[config.mk]
export PLATFORM = sky130hd
export DESIGN_NAME = vga_frame_monitor
export DESIGN_NICKNAME = d
export VERILOG_FILES = /design/src/rtl/vga_mon_pkg.sv /design/src/rtl/sync_pulse_meter.sv /design/src/rtl/vga_frame_monitor.sv
export SDC_FILE = /design/constraint.sdc
export NUM_CORES = 1
export LEC_CHECK = 0
export ABC_AREA = 0
export ABC_CLOCK_PERIOD_IN_PS = 4100
export CORE_UTILIZATION = 50
export CTS_BUF_LIST = sky130_fd_sc_hd__clkbuf_4 sky130_fd_sc_hd__clkbuf_8 sky130_fd_sc_hd__clkbuf_16
export CTS_CLUSTER_DIAMETER = 100
export CTS_CLUSTER_SIZE = 20
export DETAILED_ROUTE_END_ITERATION = 7
export DONT_BUFFER_PORTS = 1
export HOLD_SLACK_MARGIN = 0.02
export SYNTH_ARGS = -nofsm -noshare
export SYNTH_HDL_FRONTEND = slang
export SYNTH_HIERARCHICAL = 1
export SYNTH_SLANG_ARGS = --single-unit
export TNS_END_PERCENT = 20
[constraint.sdc]
create_clock -name clk -period 4.1 [get_ports clk]
set_input_delay 0.615 -clock clk [delete_from_list [all_inputs] [get_ports clk]]
set_output_delay 0.615 -clock clk [all_outputs]
set_load 0.03 [all_outputs]
[src/rtl/vga_mon_pkg.sv]
// Shared types and constants for the VGA frame monitor: FSM states, err bit
// positions, signature width and the per-cycle signature fold.
package vga_mon_pkg;

  typedef enum logic {
    S_SEEK  = 1'b0,
    S_FRAME = 1'b1
  } state_t;

  localparam int unsigned ERR_HPERIOD = 0;
  localparam int unsigned ERR_HWIDTH  = 1;
  localparam int unsigned ERR_VLINES  = 2;
  localparam int unsigned ERR_VWIDTH  = 3;

  localparam int unsigned SIG_W = 32;

  function automatic logic [SIG_W-1:0] sig_step(input logic [SIG_W-1:0] sig,
                                                input logic [SIG_W-1:0] pix);
    return {sig[SIG_W-2:0], sig[SIG_W-1]} ^ pix;
  endfunction

endpackage

[src/rtl/sync_pulse_meter.sv]
// Measures one sync signal: assert/deassert edges, clocks since the last
// assert edge (period) and clocks spent at the active level (width).
module sync_pulse_meter #(
  parameter logic        POL = 1'b1,
  parameter int unsigned W   = 8,
  parameter int unsigned MAX = 255
) (
  input  logic         clk,
  input  logic         rst,
  input  logic         sync,
  output logic         assert_edge,
  output logic         deassert_edge,
  output logic [W-1:0] period,
  output logic [W-1:0] width
);

  localparam logic [W-1:0] MAX_V = W'(MAX);

  logic prev;

  always_ff @(posedge clk or posedge rst) begin
    if (rst) prev <= ~POL;
    else     prev <= sync;
  end

  assign assert_edge   = (sync == POL) && (prev != POL);
  assign deassert_edge = (sync != POL) && (prev == POL);

  // period reads k in the k-th clock after an assert edge, saturating at MAX
  always_ff @(posedge clk or posedge rst) begin
    if (rst)                  period <= '0;
    else if (assert_edge)     period <= W'(1);
    else if (period != MAX_V) period <= period + 1'b1;
  end

  // width holds the active-cycle count through the deassert cycle
  always_ff @(posedge clk or posedge rst) begin
    if (rst)                                   width <= '0;
    else if (assert_edge)                      width <= W'(1);
    else if ((sync == POL) && (width != MAX_V)) width <= width + 1'b1;
  end

endmodule

[src/rtl/vga_frame_monitor.sv]
// VGA stream monitor: checks hs/vs timing, folds pixels into a per-frame
// signature and reports lock. Define FRAME_MON_WINDOW_EN to restrict the
// signature to the WIN_X0..WIN_X1 / WIN_Y0..WIN_Y1 pixel window.
module vga_frame_monitor
  import vga_mon_pkg::*;
#(
  parameter int unsigned H_TOTAL     = 1344,
  parameter int unsigned V_TOTAL     = 806,
  parameter int unsigned H_SYNC_W    = 136,
  parameter int unsigned V_SYNC_W    = 6,
  parameter logic        SYNC_POL    = 1'b1,
  parameter int unsigned COLOR_W     = 4,
  parameter int unsigned LOCK_FRAMES = 2
`ifdef FRAME_MON_WINDOW_EN
  ,
  parameter int unsigned WIN_X0      = 0,
  parameter int unsigned WIN_X1      = H_TOTAL - 1,
  parameter int unsigned WIN_Y0      = 0,
  parameter int unsigned WIN_Y1      = V_TOTAL - 1
`endif
) (
  input  logic                          clk,
  input  logic                          rst,
  input  logic                          hs,
  input  logic                          vs,
  input  logic [COLOR_W-1:0]            r,
  input  logic [COLOR_W-1:0]            g,
  input  logic [COLOR_W-1:0]            b,
  input  logic                          clr_err,
  output logic                          frame_done,
  output logic [SIG_W-1:0]              frame_sig,
  output logic [$clog2(V_TOTAL+2)-1:0]  frame_lines,
  output logic [15:0]                   frame_cnt,
  output logic                          locked,
  output logic [3:0]                    err
);

  localparam int unsigned HW     = $clog2(H_TOTAL + 2);
  localparam int unsigned VW_MAX = V_SYNC_W * H_TOTAL;
  localparam int unsigned VW     = $clog2(VW_MAX + 2);
  localparam int unsigned LW     = $clog2(V_TOTAL + 2);
  localparam int unsigned GW     = $clog2(LOCK_FRAMES + 1);

  localparam logic [HW-1:0] H_TOTAL_V = HW'(H_TOTAL);
  localparam logic [HW-1:0] H_SYNC_V  = HW'(H_SYNC_W);
  localparam logic [VW-1:0] V_WIDTH_V = VW'(VW_MAX);
  localparam logic [LW-1:0] V_TOTAL_V = LW'(V_TOTAL);
  localparam logic [LW-1:0] LINES_MAX = LW'(V_TOTAL + 1);
  localparam logic [GW-1:0] LOCK_V    = GW'(LOCK_FRAMES);

  state_t state_q, state_d;

  logic          hs_rise, hs_fall, vs_rise, vs_fall;
  logic [HW-1:0] hs_period, hs_width;
  logic [VW-1:0] vs_width, vs_period_unused;

  logic             in_frame, frame_close;
  logic             h_armed;
  logic [LW-1:0]    lines_q, lines_d;
  logic [SIG_W-1:0] sig_q, pix;
  logic             pix_en;
  logic [3:0]       err_set;
  logic             frame_bad_q, frame_bad;
  logic [GW-1:0]    good_q, good_next;

  sync_pulse_meter #(
    .POL (SYNC_POL),
    .W   (HW),
    .MAX (H_TOTAL + 1)
  ) u_hs_meter (
    .clk           (clk),
    .rst           (rst),
    .sync          (hs),
    .assert_edge   (hs_rise),
    .deassert_edge (hs_fall),
    .period        (hs_period),
    .width         (hs_width)
  );

  sync_pulse_meter #(
    .POL (SYNC_POL),
    .W   (VW),
    .MAX (VW_MAX + 1)
  ) u_vs_meter (
    .clk           (clk),
    .rst           (rst),
    .sync          (vs),
    .assert_edge   (vs_rise),
    .deassert_edge (vs_fall),
    .period        (vs_period_unused),
    .width         (vs_width)
  );

  always_ff @(posedge clk or posedge rst) begin
    if (rst) state_q <= S_SEEK;
    else     state_q <= state_d;
  end

  always_comb begin
    state_d = state_q;
    case (state_q)
      S_SEEK:  if (vs_rise) state_d = S_FRAME;
      S_FRAME: state_d = S_FRAME;
      default: state_d = S_SEEK;
    endcase
  end

  always_comb begin
    in_frame    = (state_q == S_FRAME);
    frame_close = in_frame && vs_rise;
  end

  // An hs edge coinciding with the vs edge opens line 1 of the new frame.
  always_comb begin
    if (vs_rise)
      lines_d = hs_rise ? LW'(1) : '0;
    else if (hs_rise && (lines_q != LINES_MAX))
      lines_d = lines_q + 1'b1;
    else
      lines_d = lines_q;
  end

  always_ff @(posedge clk or posedge rst) begin
    if (rst) lines_q <= '0;
    else     lines_q <= lines_d;
  end

  // The first hs edge after leaving S_SEEK has no trustworthy period behind it.
  always_ff @(posedge clk or posedge rst) begin
    if (rst)                    h_armed <= 1'b0;
    else if (!in_frame)         h_armed <= 1'b0;
    else if (hs_rise)           h_armed <= 1'b1;
  end

  always_comb begin
    err_set = '0;
    if (in_frame) begin
      err_set[ERR_HPERIOD] = h_armed &&
                             (hs_rise ? (hs_period != H_TOTAL_V) : (hs_period == H_TOTAL_V));
      err_set[ERR_HWIDTH]  = hs_fall && (hs_width != H_SYNC_V);
      err_set[ERR_VLINES]  = vs_rise && (lines_q != V_TOTAL_V);
      err_set[ERR_VWIDTH]  = vs_fall && (vs_width != V_WIDTH_V);
    end
  end

  assign pix = SIG_W'({r, g, b});

`ifdef FRAME_MON_WINDOW_EN
  logic [HW-1:0] x_pos;
  logic [LW-1:0] y_pos;

  always_comb begin
    x_pos = hs_rise ? '0 : hs_period;
    y_pos = (lines_d == '0) ? '0 : lines_d - 1'b1;
  end

  assign pix_en = (32'(x_pos) >= WIN_X0) && (32'(x_pos) <= WIN_X1) &&
                  (32'(y_pos) >= WIN_Y0) && (32'(y_pos) <= WIN_Y1);
`else
  assign pix_en = 1'b1;
`endif

  always_ff @(posedge clk or posedge rst) begin
    if (rst)                       sig_q <= '0;
    else if (vs_rise)              sig_q <= pix_en ? sig_step('0, pix) : '0;
    else if (in_frame && pix_en)   sig_q <= sig_step(sig_q, pix);
  end

  // Errors raised in the vs edge cycle are charged to the frame being closed.
  always_comb begin
    frame_bad = frame_bad_q || (|err_set);
    good_next = (good_q == LOCK_V) ? good_q : good_q + 1'b1;
  end

  always_ff @(posedge clk or posedge rst) begin
    if (rst) begin
      frame_bad_q <= 1'b0;
      good_q      <= '0;
      frame_done  <= 1'b0;
      frame_sig   <= '0;
      frame_lines <= '0;
      frame_cnt   <= '0;
      locked      <= 1'b0;
      err         <= '0;
    end else begin
      frame_done <= frame_close;
      err        <= (clr_err ? 4'b0000 : err) | err_set;
      if (vs_rise)       frame_bad_q <= 1'b0;
      else if (|err_set) frame_bad_q <= 1'b1;
      if (frame_close) begin
        frame_sig   <= sig_q;
        frame_lines <= lines_q;
        frame_cnt   <= frame_cnt + 16'd1;
        if (frame_bad) begin
          good_q <= '0;
          locked <= 1'b0;
        end else begin
          good_q <= good_next;
          locked <= (good_next == LOCK_V);
        end
      end
    end
  end

endmodule

==> results of run 1 <==
-- power breakdown --
group | leakage (nW) | switching (W) | total [W] | internal (W)
Combinational | 1.37 | 0.000184 | 0.000324 | 0.000139
Clock | 0.296 | 0.000583 | 0.00161 | 0.00102
Sequential | 1.93 | 0.000327 | 0.00192 | 0.00159
-- path summary, 6_finish.rpt --
check                      cells past startpoint  slack (ns)                    endpoint
min in group clk                               0        0.23   u_vs_meter/prev$_DFF_PP0_
max in group asynchronous                      2        3.08  frame_lines[9]$_DFFE_PP0P_
hold / removal                                 1        0.12            err[1]$_DFF_PP0_
setup / recovery                               6        1.69        sig_q[5]$_DFFE_PP0P_
hold reg to reg                                2        0.49   frame_sig[14]$_DFFE_PP0P_
setup reg to reg                               6        1.69        sig_q[5]$_DFFE_PP0P_
-- registers in the layout (all words and copies together), names as in the netlist --
name	cells
frame_bad_q	1
err	4
frame_cnt	16
sig_q	32
in_frame	1
locked	1
h_armed	1
lines_q	10
u_hs_meter/prev	1
frame_done	1
u_hs_meter/width	11
frame_lines	10
frame_sig	32
u_hs_meter/period	11
good_q	1
u_vs_meter/prev	1
u_vs_meter/width	13
-- layout by cell type (no fill, tap or decap), types with 5 or more instances in the layout --
master / instances
or3_1: 11
inv_1: 27
or4_1: 10
nand4_1: 14
o31ai_1: 8
nor4_1: 7
xor2_1: 10
nand3_1: 29
a21oi_1: 31
buf_4: 5
dfrtp_1: 146
o21ai_0: 29
mux2i_1: 26
nand2_1: 152
nor2_1: 38
nand2b_1: 5
xnor2_1: 12
ha_1: 10
clkbuf_16: 17
nor3_1: 8
o22ai_1: 15
-- final cells by class --
class / count / area, sq um
fillers: 1151 / 5385
flip-flops and latches: 147 / 3680
multi-input cells: 480 / 2828
clock buffers: 23 / 489.2
well taps: 172 / 215.2
clock inverters: 8 / 126.4
inverters: 30 / 115.1
repair buffers: 5 / 37.54
-- per-layer routing --
layer	track usage (%)	vias to the layer above	share of wire (%)
met2	32.72	148	46
met4	7.212	0	1.3
met3	7.219	19	7.6
li1	-	2386	-
met5	0	-	0
met1	28.78	2433	45
-- metrics by stage --
stage / setup slack, ns / utilization [%] / hold WS (ns)
final: 1.685 / 58.18 / 0.1218
after global routing: 1.424 / 58.18 / 0.1605
after CTS: 1.694 / 58.18 / 0.1340
after detailed placement: 1.564 / 53.40 / 0.4723
after global placement: 1.637 / 53.40 / 0.4584
after floorplan: 0.5827 / - / 0.4432
==> metrics.txt, run 1 <==
status=completed; Slew headroom=33.40%; CTS resizes=0; number of I/O port buffers=0; die area=13,900 sq um; Peak Freq=0.4141 GHz; clk slew on worst S/H paths=0.06 ns; GRT overflow=0; wire per inst=16.26 microns; area delta synth->final=11.51%; CTS H-Tree Depth=4; post-route cell area=7491 sq um; Synth Cell Area=6718 sq um; setup TNS=0 ns; dpl cell area=6875 sq um; worst-margin pin slew=0.9989 ns; Clock Path Buffers=2; Die Width=117.9 microns; DRC Markers=0; CP Max Fanout=26; starting density of the core=52.17%; hpwl dp=9182 microns; worst path bufs/invs=2; Vias=4,986; 1st-pass router iterations=5; arrival time worst endpoint=2.75 ns; Ant. Diodes=0; WL final=14,060 microns; chip height=117.9 microns; type of origin of the critical path=flip-flop; CTS tree=done; Post-CTS Hold Buffers=0; vias in the first global route=4,738; TritonCTS Buffers=17; Final Skew=0.005357 ns; Final Power=0.003844 W; peak supply drop=0.2980 mV; CP required=4.43 ns; Post-Syn Nets=709; Critical Path End Type=flip-flop; Detail Route Antenna Nets=0; Setup crit start=u_vs_meter/prev$_DFF_PP0_; fin cells=865; worst reg2reg startpoint=u_vs_meter/prev$_DFF_PP0_; # rows=41; Pwr Density=513.1 nW/um^2; Worst path slowest cell=clkinv_1; Mapped Cells=682; share of cells above drive strength 1=8.369%; Worst path max stage delay=0.73 ns; Routability Congestion=0.8319; Post-CTS Repair Setup Buffers=0; post-DR vias/cell=5.764; Hold Vio Cnt, Final=0; average cell area after synthesis=9.850 sq um; Worst Hold Class=in -> async; LEAKAGE=3.591 nW; drt initial violations=434; MaxCap Viol Count=0; RSZ-0062 raised after global routing=no; largest net degree at the start of global routing=51; Core Region=12,880 sq um; all-layer global routing usage=21.51%; Slew Viols, Final=0; Tcrit/Tclk final=58.90%; CP cell instances=nand2b_1, inv_1, clkinv_1, nand3_1, o21ai_0, a21oi_1; nets=708; Top delay family on crit path=buffers and inverters; CTS root buffer=clkbuf_16; # setup viols final=0; clock sinks=147; global-route wire length before repair=23,890 microns; initial antenna violation count=0; # IOs=81; Tmin final=2.415 ns; Clock Latency Late Sink=0.42 ns; Placed Cells incl. Taps=834; warning count from the yosys run=6; crit path kind=reg -> reg
Note: power is estimated with default switching activity, not from simulation.
==> run 2, diff against run 1 <==
ABC_CLOCK_PERIOD_IN_PS = 2300   (was 4100)
clock period = 2.3 ns   (was 4.1 ns; I/O delays follow)
==> run 2 against run 1 <==
Final area is 2.5% higher. Count of clock-buffer cells in the layout fell by 3. Sequential share of layout area shrank 1.2 points. Routed wire length grew 3.6%. Register-to-register slack got worse by 1.4 ns. Critical path depth unchanged. Hold slack got worse by 0.11 ns. Combinational power increased by 130%. Non-clock buffer count is 14 higher. First-iteration DRC count shrank 38%. Clock power increased by 91%. Sequential power up 73%. Largest cell class unchanged. Largest power group unchanged.
==> metrics.txt, run 2 (synthesized netlist as in run 1, its figures left out) <==
Vias=5,037 (+1.0%); share of cells above drive strength 1=9.887% (+1.5 points); nets=722 (+2.0%); Tmin final=2.041 ns (-0.3740 ns); met2 usage=33.64% (+0.92 points); CTS root buffer=clkbuf_16; fin cells=880 (+1.7%); 1st-pass router iterations=5 (unchanged); Min Hold Slack=0.01013 ns (-0.1117 ns); Post-CTS Hold Buffers=3 (+3); Tcrit/Tclk final=88.73% (+30 points); CP Max Fanout=5 (-81%); most used routing layer=met2; # rows=41 (unchanged); die area=13,900 sq um (unchanged); chip height=117.9 microns (unchanged); worst-margin pin slew=0.9049 ns (-0.09399 ns); Final Skew=0.006309 ns (+0.0009517 ns); Peak Freq=0.4900 GHz (+18%); Critical Path End Type=flip-flop; post-DR vias/cell=5.724 (-0.70%); TritonCTS Buffers=17 (unchanged); wire per inst=16.55 microns (+1.8%); type of origin of the critical path=flip-flop; initial antenna violation count=0 (unchanged); all-layer global routing usage=22.13% (+0.62 points); CP required=2.64 ns (-1.79 ns); vias in the first global route=4,936 (+4.2%); # IOs=81 (unchanged); peak supply drop=0.4627 mV (+55%); Clock Path Buffers=2 (unchanged); area delta synth->final=14.27%; Ant. Diodes=0 (unchanged); hpwl dp=9875 microns (+7.5%); LEAKAGE=3.685 nW (+2.6%); Placed Cells incl. Taps=845 (+1.3%); number of I/O port buffers=0 (unchanged); GR Util met3=6.444% (-0.78 points); Hold Vio Cnt, Final=0 (unchanged); Final Power=0.007126 W (+85%); MaxCap Viol Count=0 (unchanged); arrival time worst endpoint=2.38 ns (-0.37 ns); global-route wire length before repair=24,540 microns (+2.7%); Slew Viols, Final=0 (unchanged); Pwr Density=928.4 nW/um^2 (+81%); Clock Latency Late Sink=0.42 ns (about the same); grt met1 use=29.78% (+1.0 points); pre-CTS setup slack=0.2630 ns (-1.301 ns); # setup viols final=0 (unchanged); Worst Hold Class=in -> async; Setup WS post-layout=0.2592 ns (-1.426 ns); setup TNS=0 ns (unchanged); Post-CTS Repair Setup Buffers=0 (unchanged); Core Region=12,880 sq um (unchanged); largest net degree at the start of global routing=51 (unchanged); Routability Congestion=0.8382 (+0.76%); RSZ-0062 raised after global routing=no; Detail Route Antenna Nets=0 (unchanged); Die Width=117.9 microns (unchanged); CTS H-Tree Depth=4 (unchanged); clock sinks=147 (unchanged); reg2reg setup slack=0.26 ns (-1.43 ns); drt initial violations=267 (-38%); clk slew on worst S/H paths=0.06 ns (about the same); WL final=14,570 microns (+3.6%); Slew headroom=39.60% (+6.2 points); status=completed; GRT overflow=0 (unchanged); Top Registers=frame_sig (32), sig_q (32), frame_cnt (16); CTS resizes=0 (unchanged); DRC Markers=0 (unchanged); starting density of the core=52.17% (unchanged); most common cell after layout, fill and taps aside=nand2_1; crit path kind=reg -> reg; CTS tree=done; most frequent cells in the layout=152 x nand2_1, 146 x dfrtp_1, 38 x nor2_1
==> run 2: cell types whose count changed in the layout (fill, tap and decap cells not counted), sizes merged <==
cell	before	now
clkbuf	23	20
buf	5	16
dlygate4sd3	0	3
clkinv	4	5
inv	28	29
bufinv	3	5
==> run 2: worst paths after layout <==
check / from / end / cells past startpoint
max: u_vs_meter/prev$_DFF_PP0_ / frame_cnt[15]$_DFFE_PP0P_ / 6
min: rst / u_hs_meter/width[2]$_DFFE_PP0P_ / 1
max reg2reg: u_vs_meter/prev$_DFF_PP0_ / frame_cnt[15]$_DFFE_PP0P_ / 6
min reg2reg: sig_q[17]$_DFFE_PP0P_ / frame_sig[17]$_DFFE_PP0P_ / 2
max in group asynchronous: rst / sig_q[13]$_DFFE_PP0P_ / 3
min in group clk: vs / u_vs_meter/width[3]$_DFFE_PP0P_ / 1
==> run 2: area by class of cell <==
cell class              count  area (sq um)
multi-input cells         480          2828
repair buffers             19         175.2
fillers                  1110          5200
inverters                  30         116.4
clock buffers              20         460.4
clock inverters            12         201.4
flip-flops and latches    147          3680
well taps                 172         215.2
==> run 2: metrics by stage <==
step | util, % | instance area, sq um
after floorplan | - | 6721
after detailed placement | 54.24 | 6984
after global routing | 59.62 | 7676
final | 59.62 | 7676
after global placement | 54.24 | 6984
after CTS | 59.62 | 7676
==> run 2: critical path: stages (launching register included) <==
cell,delay (ns)
dfrtp_1,0.43
nand2b_1,0.22
inv_1,0.16
nand4_2,0.18
or4b_4,0.56
nor3_1,0.24
xor2_1,0.18
==> run 2: per-layer routing <==
metal  up-vias  part of all wire [%]  wire [microns]
li1       2414                     -               -
met1      2479                    47            6798
met2       123                    46            6672
met3        21                   5.7             837
met4         0                   1.8             257
met5         -                     0               0
==> run 2: where the power goes <==
part / total, W / internal [W] / switching (W)
clock network: 0.00307 / 0.00200 / 0.00107
registers: 0.00332 / 0.00283 / 0.000487
logic: 0.000740 / 0.000301 / 0.000439
==> run 3, diff against run 2 <==
CTS_CLUSTER_SIZE = unset   (was 20)
==> results of run 3 <==
The final DEF is identical to that of run 2; final timing and power are the same.
